--- config.mk ---
export PLATFORM = sky130hd
export DESIGN_NAME = flash_bus_arbiter
export DESIGN_NICKNAME = d
export VERILOG_FILES = /design/src/rtl/flash_arb_pkg.sv /design/src/rtl/flash_bus_arbiter.sv
export SDC_FILE = /design/constraint.sdc
export NUM_CORES = 1
export LEC_CHECK = 0
export ABC_AREA = 1
export CORE_ASPECT_RATIO = 1.25
export CORE_MARGIN = 10
export CORE_UTILIZATION = 30
export CTS_CLUSTER_SIZE = 25
export DETAILED_ROUTE_END_ITERATION = 8
export GPL_ROUTABILITY_DRIVEN = 0
export MAX_ROUTING_LAYER = met4
export SLEW_MARGIN = 20
export SYNTH_ARGS = -nofsm -noshare
export SYNTH_HDL_FRONTEND = slang
export SYNTH_SLANG_ARGS = --single-unit
--- constraint.sdc ---
create_clock -name clk_osc -period 2.2 [get_ports clk_osc]
set_clock_uncertainty 0.2 [all_clocks]
set_input_delay 0.44 -clock clk_osc [delete_from_list [all_inputs] [get_ports clk_osc]]
set_output_delay 0.44 -clock clk_osc [all_outputs]
set_load 0.1 [all_outputs]
--- src/rtl/flash_arb_pkg.sv ---
// flash_arb_pkg: shared state encoding and owner codes for the flash bus arbiter
package flash_arb_pkg;
  typedef enum logic [1:0] {
    ST_IDLE = 2'b00,
    ST_SOC  = 2'b01,
    ST_HK   = 2'b10,
    ST_GAP  = 2'b11
  } state_t;
  localparam logic [1:0] OWN_NONE = 2'b00;
  localparam logic [1:0] OWN_SOC  = 2'b01;
  localparam logic [1:0] OWN_HK   = 2'b10;
  localparam logic [1:0] OWN_GAP  = 2'b11;
endpackage

--- src/rtl/flash_bus_arbiter.sv ---
// flash_bus_arbiter: shares one SPI flash between the SoC controller and housekeeping pass-thru
module flash_bus_arbiter
  import flash_arb_pkg::*;
#(
  parameter int GAP_CYCLES = 4
) (
  input  logic       clk_osc,
  input  logic       FPGA_rst,
  input  logic       soc_req,
  input  logic       soc_csb,
  input  logic       soc_sck,
  input  logic       soc_mosi,
  output logic       soc_gnt,
  output logic       soc_miso,
  input  logic       hk_req,
  input  logic       hk_csb,
  input  logic       hk_sck,
  input  logic       hk_mosi,
  output logic       hk_gnt,
  output logic       hk_miso,
  output logic       flash_csb,
  output logic       flash_clk,
  output logic       flash_io0,
  input  logic       flash_io1,
  output logic [1:0] owner
);
  localparam int CW = GAP_CYCLES > 0 ? $clog2(GAP_CYCLES + 1) : 1;
  state_t        r_state;
  logic [CW-1:0] r_cnt;
  logic          w_soc_rel;
  logic          w_hk_rel;
  logic          w_soc;
  logic          w_hk;
  // an owner only lets go between transactions (its csb high)
  assign w_soc_rel = soc_csb & (~soc_req | hk_req);
  assign w_hk_rel  = hk_csb & ~hk_req;
  assign w_soc     = r_state == ST_SOC;
  assign w_hk      = r_state == ST_HK;
  // arbitration, release and inter-ownership gap timing
  always_ff @(posedge clk_osc or posedge FPGA_rst) begin
    if (FPGA_rst) begin
      r_state <= ST_IDLE;
      r_cnt   <= '0;
    end else begin
      case (r_state)
        ST_IDLE: r_state <= hk_req ? ST_HK : soc_req ? ST_SOC : ST_IDLE;
        ST_SOC: if (w_soc_rel) begin
          r_state <= ST_GAP;
          r_cnt   <= CW'(GAP_CYCLES);
        end
        ST_HK: if (w_hk_rel) begin
          r_state <= ST_GAP;
          r_cnt   <= CW'(GAP_CYCLES);
        end
        default: if (r_cnt <= CW'(1)) begin
          r_state <= ST_IDLE;
          r_cnt   <= '0;
        end else begin
          r_cnt <= r_cnt - 1'b1;
        end
      endcase
    end
  end
  assign soc_gnt   = w_soc;
  assign hk_gnt    = w_hk;
  assign owner     = r_state;
  assign flash_csb = w_soc ? soc_csb : w_hk ? hk_csb : 1'b1;
  assign flash_clk = w_soc ? soc_sck : w_hk ? hk_sck : 1'b0;
  assign flash_io0 = w_soc ? soc_mosi : w_hk ? hk_mosi : 1'b0;
  assign soc_miso  = w_soc & flash_io1;
  assign hk_miso   = w_hk & flash_io1;
endmodule

# [Word-level counts from Yosys, hierarchy flattened]
# Index checks and enable logic that the tools add are counted.
[word_totals] elab_cells=36 out_inout_bits=9 ff_bits=5 in_bits=11
[op_classes] eq_ne=4 mux=16 order_cmp=1 add_sub_neg=1 n_bitwise=8 reduce_logical=4
[op_table] operator="3-bit two-way mux" n=3
[op_table] operator="3-bit one-hot mux with 3 select lines" n=1
[op_table] operator="2-bit two-way mux" n=4
[op_table] operator="1-bit two-way mux" n=7
[op_table] operator="2-bit one-hot mux with 3 select lines" n=1
[op_table] operator="3-bit AND reduction" n=2
[op_table] operator="1-bit bitwise AND" n=4
[op_table] operator="2-bit != test, second input constant" n=2
[op_table] operator="4-bit nonzero test" n=1
[op_table] operator="3-bit by 1-bit less-or-equal comparator with 1-bit output, second input constant" n=1
[op_table] operator="1-bit inverter" n=3
[op_table] operator="3-bit by 1-bit subtractor with 3-bit output, second input constant" n=1
[op_table] operator="2-bit by 1-bit == test with 1-bit output, second input constant" n=1
[op_table] operator="2-bit == test, second input constant" n=1
[op_table] operator="2-bit logical NOT" n=1
[op_table] operator="1-bit OR" n=1

# [Depth between registers and ports, before layout]
[logic_depth] depth_word=5 mapped_depth=8 depth_no_buf=8

# [Least setup slack after synthesis]
# OpenSTA, ideal clock, no wires.
[synth_path] path_type="reg2out" start="register r_state[0] (netlist: owner[0])" end="output flash_csb" arrival_ns=4.363 stages_incl_launch_ff=4 t_required_ns=1.560 path_buffers=0 path_slack_ns=-2.803 cell_sequence="dfrtp_1 > ha_1 > inv_1 > o21ai_0"
[synth_via] word_cells_on_any_way=4 cone_classes="eq/ne: 2; mux: 2"
[synth_lines] element="start: declaration" line_no="flash_bus_arbiter.sv:28" rtl="state_t r_state;"
[synth_lines] element="start signal: assignment" line_no="flash_bus_arbiter.sv:46" rtl="ST_IDLE: r_state <= hk_req ? ST_HK : soc_req ? ST_SOC : ST_IDLE;"
[synth_lines] element="2-bit by 1-bit == test with 1-bit output" line_no="flash_bus_arbiter.sv:37" rtl="assign w_soc = r_state == ST_SOC;"
[synth_lines] element="named net soc_gnt" line_no="flash_bus_arbiter.sv:13" rtl="output logic soc_gnt,"
[synth_lines] element="1-bit two-way mux" line_no="flash_bus_arbiter.sv:67" rtl="assign flash_csb = w_soc ? soc_csb : w_hk ? hk_csb : 1'b1;"
[synth_lines] element="end: declaration" line_no="flash_bus_arbiter.sv:21" rtl="output logic flash_csb,"
# The timed path passes the listed nets, and every way through them passes these cells.

# [Worst setup path after layout]
[layout_path] start="register r_state[0] (netlist: owner[0])" end="output flash_csb"
[layout_via] elab_chain_len=3 word_cells_on_any_way=4 cone_classes="eq/ne: 2; mux: 2"
[layout_lines] element="2-bit == test" line_no="flash_bus_arbiter.sv:38" rtl="assign w_hk = r_state == ST_HK;"
[layout_lines] element="1-bit two-way mux" line_no="flash_bus_arbiter.sv:67"
[layout_lines] element="1-bit two-way mux (*)" line_no="flash_bus_arbiter.sv:67"
# Mark *: on every way between the ends. The rest lies on a longest branch, timed or not.

==> run_results.csv <==
group,metric,value,unit
grt,grtUsageTotal,0.08097,
detailed_routing,drc,0,
timing,min_period,2.119,ns
grt,grt_max_degree,8,
timing,finalCritPeriodShare,0.9630,
grt,grt_pass1_wl,2594,um
synth,ys_ff_latch,5,
floorplanning,initial_core_util,0.3115,
critical_path,endpoint_kind,"primary output",
floorplanning,fp.dieH,67.29,um
clock_tree,cts.sinks,5,
final_layout,area_growth,76.46,%
clock_tree,postCtsHoldBufs,0,
synth,synth_cell_types,17,
critical_path,critPathLaunchType,"flop",
synth,yosysSeqAreaShare,0.2331,
detailed_routing,dr.pass1.iters,4,
floorplanning,core_area,1723,um2
clock_tree,cts-root-buf,"clkbuf_4",
grt,overflow,0,
clock_tree,clk_latency,0.23,ns
detailed_routing,ant_nets,0,
timing,relSlewSlack,0.8550,
clock_tree,cts_tree,"yes",
synth,yosysWarnings,0,
synth,synth-compound-area-share,0.08858,
floorplanning,die_w,57.84,um
floorplanning,rows,17,
critical_path,path_class,"flop to primary output",
detailed_routing,viasPerCell,4.455,
synth,syn_avg_cell_area,6.710,um2
detailed_routing,wirelength,1408,um
place,hpwlAfterDp,1234,um
synth,netlist_area,536.8,um2
final_layout,nNetsFinal,122,
synth,netlist_instances,80,
floorplanning,io_pins,20,
final_layout,antenna_cells,0,
final_layout,drive_above_1_share,0.3654,
clock_tree,htreeDepth,1,
detailed_routing,dr.first_iter.drc_count,8,
timing,setup_ws,0.08133,ns
timing,setup_viol,0,
final_layout,fill_cells,151,
clock_tree,clk_pin_slew_worst_paths,0.04,ns
timing,slew_violations,0,
place,dp_worst_setup_slack,0.1637,ns
timing,worstMarginPinSlew,0.2173,ns
synth,synth_xor_area_frac,0,
critical_path,path_max_fanout,5,
run_status,status,"finished, final reports clean",
synth,syn_nets,97,
grt,antenna_found_initial,0,
floorplanning,die_area,3892,um2
final_layout,multi_input_area,406.6,um2
clock_tree,cts_made_buffers,3,
synth,synth_fa_ha_area_frac,0.1399,
synth,muxShareOfSynthArea,0,
timing,fmax,472.0,MHz
flow_run,drv_cap,0,
detailed_routing,wl_per_cell,11.45,um
detailed_routing,vias,548,
final_layout,final-seq-area,132.6,um2
critical_path,critical_path_required,1.56,ns
grt,grt_pass1_vias,609,
timing,hold_viol,0,
critical_path,cp_data_arrival_time,1.48,ns
min_path,hp-class,"primary input to async pin",
timing,grt_setup_unrepaired,"no",
place,portBuffers,19,
synth,synth-simple-area-share,0.4266,
synth,synth_top_family_by_area,"simple AND/OR/NAND/NOR gates",
clock_tree,cts_buffer_depth,2,
Yosys cell counts:
cell type  count  area share
nand2_1       23        0.16
inv_1         12       0.084
nor2_1         7       0.049
ha_1           6        0.14
nand3_1        6       0.056
dfrtp_1        5        0.23
a21oi_1        4       0.037
inv_2          4       0.028
o21ai_0        3       0.028
nand2_2        2       0.023
nand3_4        2       0.065
nand2_4        1       0.021
nand3_2        1       0.019
nor2_2         1       0.012
nor2_4         1       0.021
o21ai_1        1      0.0093
o21bai_1       1       0.014
worst max-delay path, cell delays in order (launching register included):
cell and delay [ns]:
dfrtp_4 0.51, inv_2 0.10, ha_4 0.16, inv_1 0.06, o21ai_2 0.16, o21ai_4 0.08
buf_12 0.17
per-layer routing:
layer | GRT usage | wire [um] | up-vias | part of all wire
met5 | - | 0 | - | 0
met4 | 0.04412 | 0 | 0 | 0
met3 | 0.01501 | 75 | 0 | 0.053
met2 | 0.1398 | 751 | 11 | 0.53
met1 | 0.08508 | 581 | 242 | 0.41
li1 | - | - | 295 | -
cells in the final DEF, fill, tap and decap left out:
cell	Yosys	final
a21oi_1	4	4
buf_12	0	9
buf_4	0	1
clkbuf_1	0	1
clkbuf_4	0	3
clkdlybuf4s50_1	0	10
clkinvlp_4	0	2
dfrtp_1	5	3
dfrtp_4	0	2
ha_1	6	4
ha_4	0	2
inv_1	12	7
inv_2	4	6
inv_4	0	1
nand2_1	23	21
nand2_2	2	2
nand2_4	1	3
nand3_1	6	6
nand3_2	1	1
nand3_4	2	2
nor2_1	7	7
nor2_2	1	1
nor2_4	1	1
o21ai_0	3	1
o21ai_1	1	1
o21ai_2	0	1
o21ai_4	0	1
o21bai_1	1	1
path summary, 6_finish.rpt:
| check | slack (ns) | to | from | cells after the start |
|---|---|---|---|---|
| worst min register to register | 0.32 | r_cnt[1] | r_cnt[1] | 2 |
| worst min-delay path | 0.20 | owner[0] | FPGA_rst | 2 |
| worst max-delay path | 0.08 | flash_csb | owner[0] | 6 |
| min in group clk_osc | 0.32 | r_cnt[1] | r_cnt[1] | 2 |
| worst max register to register | 0.48 | owner[1] | owner[0] | 6 |
| max in group asynchronous | 1.42 | owner[1] | FPGA_rst | 2 |
cells by family after synthesis:
family	count (synthesis)
AO/OA/AOI/OAI	9
adder cells (fa/ha/maj)	6
flip-flops	5
buffers and inverters	16
AND/OR/NAND/NOR	44
repair_timing:
item	in CTS	in global routing
setup buffers	0	1
endpoints found under the setup margin	1	1
pin swaps	0	0
resized for setup	2	0
area by class of cell:
type / instances / share of cell area
multi-input combinational: 59 / 0.4293
timing repair buffer: 20 / 0.3038
sequential: 5 / 0.1400
inverter: 16 / 0.07398
clock buffer: 4 / 0.02774
tap: 19 / 0.02510
flip-flops by register name (all words and copies together) (netlist names):
name / cells
owner: 2
r_cnt: 3
metrics by stage:
step           std cells  cell area [um2]  hold WS (ns)  utilization  setup TNS, ns
2_1_floorplan         80            605.6       0.01856            -        -0.4253
3_3_place_gp         118            909.6        0.2951       0.5280              0
3_5_place_dp         118            909.6        0.3098       0.5280              0
4_1_cts              122            939.7        0.1919       0.5454              0
5_1_grt              123            947.2        0.2219       0.5497              0
6_report             123            947.2        0.1966       0.5497              0
Power is not shown: default switching activity piles up to over one toggle a cycle in this logic, so the estimate is an artifact.
==> edit 1, RTL diff (same flow settings) <==
Set the parameter `GAP_CYCLES` to 8 (it was 4).
--- a/src/rtl/flash_bus_arbiter.sv
+++ b/src/rtl/flash_bus_arbiter.sv
@@ -2,7 +2,7 @@
 module flash_bus_arbiter
   import flash_arb_pkg::*;
 #(
-  parameter int GAP_CYCLES = 4
+  parameter int GAP_CYCLES = 8
 ) (
   input  logic       clk_osc,
   input  logic       FPGA_rst,
Formal check against the unedited RTL: not equivalent (Yosys sat finds a counterexample within 10 cycles, from zero or initial values and one cycle with FPGA_rst high).
==> edit 1 against the unedited design <==
Final area is 6.3% higher. Synthesized area is 4.7% higher. Sequential share of layout area is 1.6 points higher. Worst setup slack better by 0.0093 ns. Wire length is 6.0% higher. Worst hold slack better by 0.0057 ns. Critical endpoint unchanged. Sequential cell count is 1 higher. First-iteration DRC count is 13% lower. Via count is 9.1% higher. Final cell count is 4.9% higher. Non-clock buffer count is 3 higher. Utilization is 2.1 points higher.
Power is not shown: default switching activity piles up to over one toggle a cycle in this logic, so the estimate is an artifact.
==> edit 1: results (changes against the unedited design) <==
Global routing
  • Gr usage total: 0.0718 (-0.00912)
  • Global-route wire length before repair: 2.27 mm (-12%)
  • Number of global-route vias before repair: 517 (-15%)
  • Largest net degree at the start of global routing: 8 (unchanged)

Setup path
  • Reg2Reg Capture Point: r_cnt[3]
  • Critical Path Sink: flash_csb
  • Worst Setup SP: owner[1]
  • Crit Path Max Fanout: 7 (+2)
  • Reg2Reg Depth: 7 (+1)

Finish
  • Count of non-CTS inverters in the layout: 17 (+1)
  • Fin util: 0.571 (+0.0208)
  • Area of the multi-input gates: 403 um^2 (-0.92%)
  • Filler cells: 156 (+3.3%)
  • Layout cells sized above 1: 0.345 (-0.0199)
  • Total Nets Final: 128 (+4.9%)
  • Largest register FFs: 4 (+1)
  • Clk cell area share: 0.0261 (-0.00165)
  • Register area: 158 um^2 (+19%)
  • Nonclk buf count: 23 (+15%)
  • Multi-input gates: 60 (+1.7%)
  • Non-clock buffer share: 0.320 (+0.0167)

Synthesis
  • Post-synthesis cell count: 83 (+3.8%)
  • Mapped Nets: 100 (+3.1%)
  • Commonest cells post-synth: nand2_1 (23), inv_1 (16), nor2_1 (7)
  • Sequential share of the synthesized area: 0.267 (+0.0342)
  • Top cells by area, synth: dfrtp_1 (27%), nand2_1 (15%), ha_1 (13%)

STA
  • Final period utilization: 0.959 (-0.00421)
  • Worst hold margin: 0.202 ns (+0.00572 ns)
  • Max-slew headroom: 0.855 (about the same)

Floorplan
  • Die width: 58.7 um (+1.5%)

Drt
  • Routed WL: 1.49 mm (+6.0%)
  • Avg WL per Cell: 11.6 um (+1.1%)
  • Initial DRC Count: 7 (-1)
  • Routed vias/inst: 4.64 (+4.0%)

Placed design
  • Area after DPL: 938 um^2 (+3.2%)
  • Hpwl dp: 1.26 mm (+2.1%)
  • Setup slack at placement: 0.144 ns (-0.0198 ns)
  • Cells after DPL: 121 (+2.5%)

CTS
  • Clock sink total: 6 (+1)

Run status
  • Outcome: completed
==> edit 1: repair_timing <==
action / CTS / global route
hold endpoints to repair: 0 / 0
gates resized for setup: 0 / 1
buffers inserted: 0 / 4
endpoints found under the setup margin: 0 / 3
==> edit 1: kinds of logic (layout without fill, tap and decap cells) <==
family	Yosys count	after routing	synth area share
XOR/XNOR	1	1	0.0156
AO/OA/AOI/OAI	9	9	0.105
buffers and inverters	17	44	0.114
flip-flops	6	6	0.267
AND/OR/NAND/NOR	44	44	0.365
adder cells (fa/ha/maj)	6	6	0.134
==> edit 1: worst reg2reg max path: stages (launching register included) <==
cell and delay [ns]:
dfrtp_4 0.51, buf_12 0.14, ha_4 0.18, a21boi_2 0.17
nor2_4 0.17, nand2_2 0.08, nand2_1 0.06, nand2_1 0.07
==> edit 1: metal layers <==
metal	share of wire	wire [um]	global-route usage
met5	0	0	-
met4	0	0	0.0431
met3	0.043	64	0.0111
met2	0.55	815	0.122
met1	0.41	612	0.0769
==> edit 2, RTL diff (config.mk and constraints unchanged) <==
Without the edit above. Reset style: synchronous (`FPGA_rst`), changed in one clocked block.
--- a/src/rtl/flash_bus_arbiter.sv
+++ b/src/rtl/flash_bus_arbiter.sv
@@ -37,7 +37,7 @@
   assign w_soc     = r_state == ST_SOC;
   assign w_hk      = r_state == ST_HK;
   // arbitration, release and inter-ownership gap timing
-  always_ff @(posedge clk_osc or posedge FPGA_rst) begin
+  always_ff @(posedge clk_osc) begin
     if (FPGA_rst) begin
       r_state <= ST_IDLE;
       r_cnt   <= '0;
Behaviour: differs if FPGA_rst is asserted again (counterexample within 4 cycles, from zero or initial values and one cycle with FPGA_rst high); with FPGA_rst held inactive, the same outputs for 10 cycles.
==> edit 2 against the unedited design <==
Worst setup slack better by 0.071 ns. Fmax is 3.5% higher. Wire length is 9.7% lower. Die area is 6.1% lower. Worst hold slack better by 0.12 ns. Via count is 4.0% lower. Count of clock-buffer cells in the layout stayed put. Utilization is 0.31 points higher. Synthesized area is 8.9% lower. Sequential share of layout area is 1.5 points lower. Final area is 8.9% lower. Sequential cell count stayed put. Critical path type unchanged. Largest cell class unchanged.
Power is left out: the tool's default activity adds up to more than one toggle a clock period on the data nets, which glitch-free logic cannot reach.
==> edit 2: results (changes against the unedited design) <==
Synthesis
  • Top FF cell, synth: dfxtp_1
  • Mapped Nets: 92 (-5.2%)
  • Netlist cell types: 18 (+1)
  • Most common cell in the netlist: nand2_1
  • Sequential share of the synthesized area: 0.205 (-0.0285)
  • Top cells by area, synth: dfxtp_1 (20%), ha_1 (15%), nand2_1 (12%)
  • Commonest cells post-synth: nand2_1 (16), inv_1 (11), nor2_1 (8)
  • Synth Warn #: 0 (unchanged)
  • Async S/R FF share, synth: 0 (-1.00)

Finish
  • Antenna cells: 0 (unchanged)
  • Layout cells sized above 1: 0.378 (+0.0122)
  • Largest Register: r_cnt
  • Largest register FFs: 3 (unchanged)
  • Total Nets Final: 116 (-4.9%)

Drt
  • First-pass DRT Iterations: 2 (-2)
  • Drc violations: 0 (unchanged)
  • Initial DRC Count: 1 (-7)
  • Routed vias/inst: 4.53 (+1.8%)
  • Avg WL per Cell: 11.0 um (-4.3%)

Setup path
  • Crit Path Category: reg -> out
  • Reg2Reg Capture Point: owner[0]
  • CP peak stage delay: 0.35 ns (-0.16 ns)
  • Crit Path Max Fanout: 6 (+1)
  • Kind of cell adding the most delay to the critical path: buffers and inverters
  • FF-to-FF setup slack: 0.51 ns (+0.03 ns)
  • Critical Path Sink: flash_csb
  • Reg2Reg Launch Point: owner[0]
  • Slowest cell on the critical path: dfxtp_4
  • Reg2Reg Depth: 8 (+2)
  • Worst EP arrival: 1.41 ns (-0.07 ns)

CTS
  • Num CTS Buffers: 3 (unchanged)
  • Skew-Pair Late Insertion Delay: 0.23 ns (about the same)
  • Post-CTS Setup Bufs: 0 (unchanged)
  • CTS root buf: clkbuf_4
  • Clock Tree Buf Depth: 2 (unchanged)
  • Clock slew at reported path FFs: 0.04 ns (about the same)
  • H-tree Lvls: 1 (unchanged)

Global routing
  • Largest net degree at the start of global routing: 8 (unchanged)
  • Grt met3 use: 0.0250 (+0.00999)
  • Initial antenna violation count: 0 (unchanged)
  • Global-route wire length before repair: 2.19 mm (-16%)
  • Gr usage total: 0.0739 (-0.00708)
  • Met1 Use GR: 0.0805 (-0.00461)
  • Number of global-route vias before repair: 520 (-15%)
  • GRT met2 Usage: 0.118 (-0.0217)

Placed design
  • Port Buffer Count: 19 (unchanged)
  • Hpwl dp: 1.13 mm (-8.8%)
  • Setup slack at placement: 0.0948 ns (-0.0689 ns)

STA
  • Worst setup margin: 0.152 ns (+0.0709 ns)
  • Hold Fails Final Rpt: 0 (unchanged)
  • Least-Margin Pin Slew: 0.285 ns (+0.0679 ns)

Run status
  • Outcome: completed

Min path
  • Path type of the worst min-delay path: reg -> reg
==> edit 2: worst min path at each step <==
stage	startpoint	end	slack, ns	cells after the start
floorplan	FPGA_rst	owner[1]	0.29	1
global placement	owner[1]	owner[1]	0.31	2
detailed placement	owner[1]	owner[1]	0.31	2
CTS	owner[1]	owner[1]	0.32	2
global route	owner[1]	owner[1]	0.34	2
finish	owner[1]	owner[1]	0.31	2
==> edit 2: worst min-delay path, delay by kind of cell, from the launching register on <==
family / cells / cell delay [ns]
AO/OA/AOI/OAI: 1 / 0.04
flip-flops: 1 / 0.36
AND/OR/NAND/NOR: 1 / 0.07
==> edit 2: layout make-up <==
type,instances,area (um^2)
multi-input combinational,56,392
inverter,14,60.1
timing repair buffer,19,255
sequential,5,108
clock buffer,4,26.3
tap,18,22.5
fill,146,698
==> edit 2: logic make-up after synthesis <==
family,after synthesis,share of synthesized area
AOI/OAI and AO/OA,10,0.123
xor gates and xnor gates,1,0.0179
adders and majority gates,6,0.153
buffers and inverters,14,0.107
DFF,5,0.205
and+or+nand+nor,39,0.394
==> edit 2: repair_timing <==
action / 4_1_cts / 5_1_grt
gates resized for setup: 1 / 1
hold buffers: 0 / 0
endpoints found under the setup margin: 1 / 1
==> edit 2: routing by layer <==
metal  up-vias  routed length (um)
met5         -                   0
met4         0                   0
met3         0                  74
met2        18                 587
met1       226                 609
li1        282                   -
==> edit 2: per-stage QoR <==
stage / hold slack, ns / utilization / cells / instance area, um^2
6_report: 0.315 / 0.553 / 116 / 863
5_1_grt: 0.338 / 0.553 / 116 / 863
4_1_cts: 0.320 / 0.550 / 116 / 860
3_5_place_dp: 0.307 / 0.534 / 112 / 833
3_3_place_gp: 0.305 / 0.534 / 112 / 833
2_1_floorplan: 0.293 / - / 75 / 556
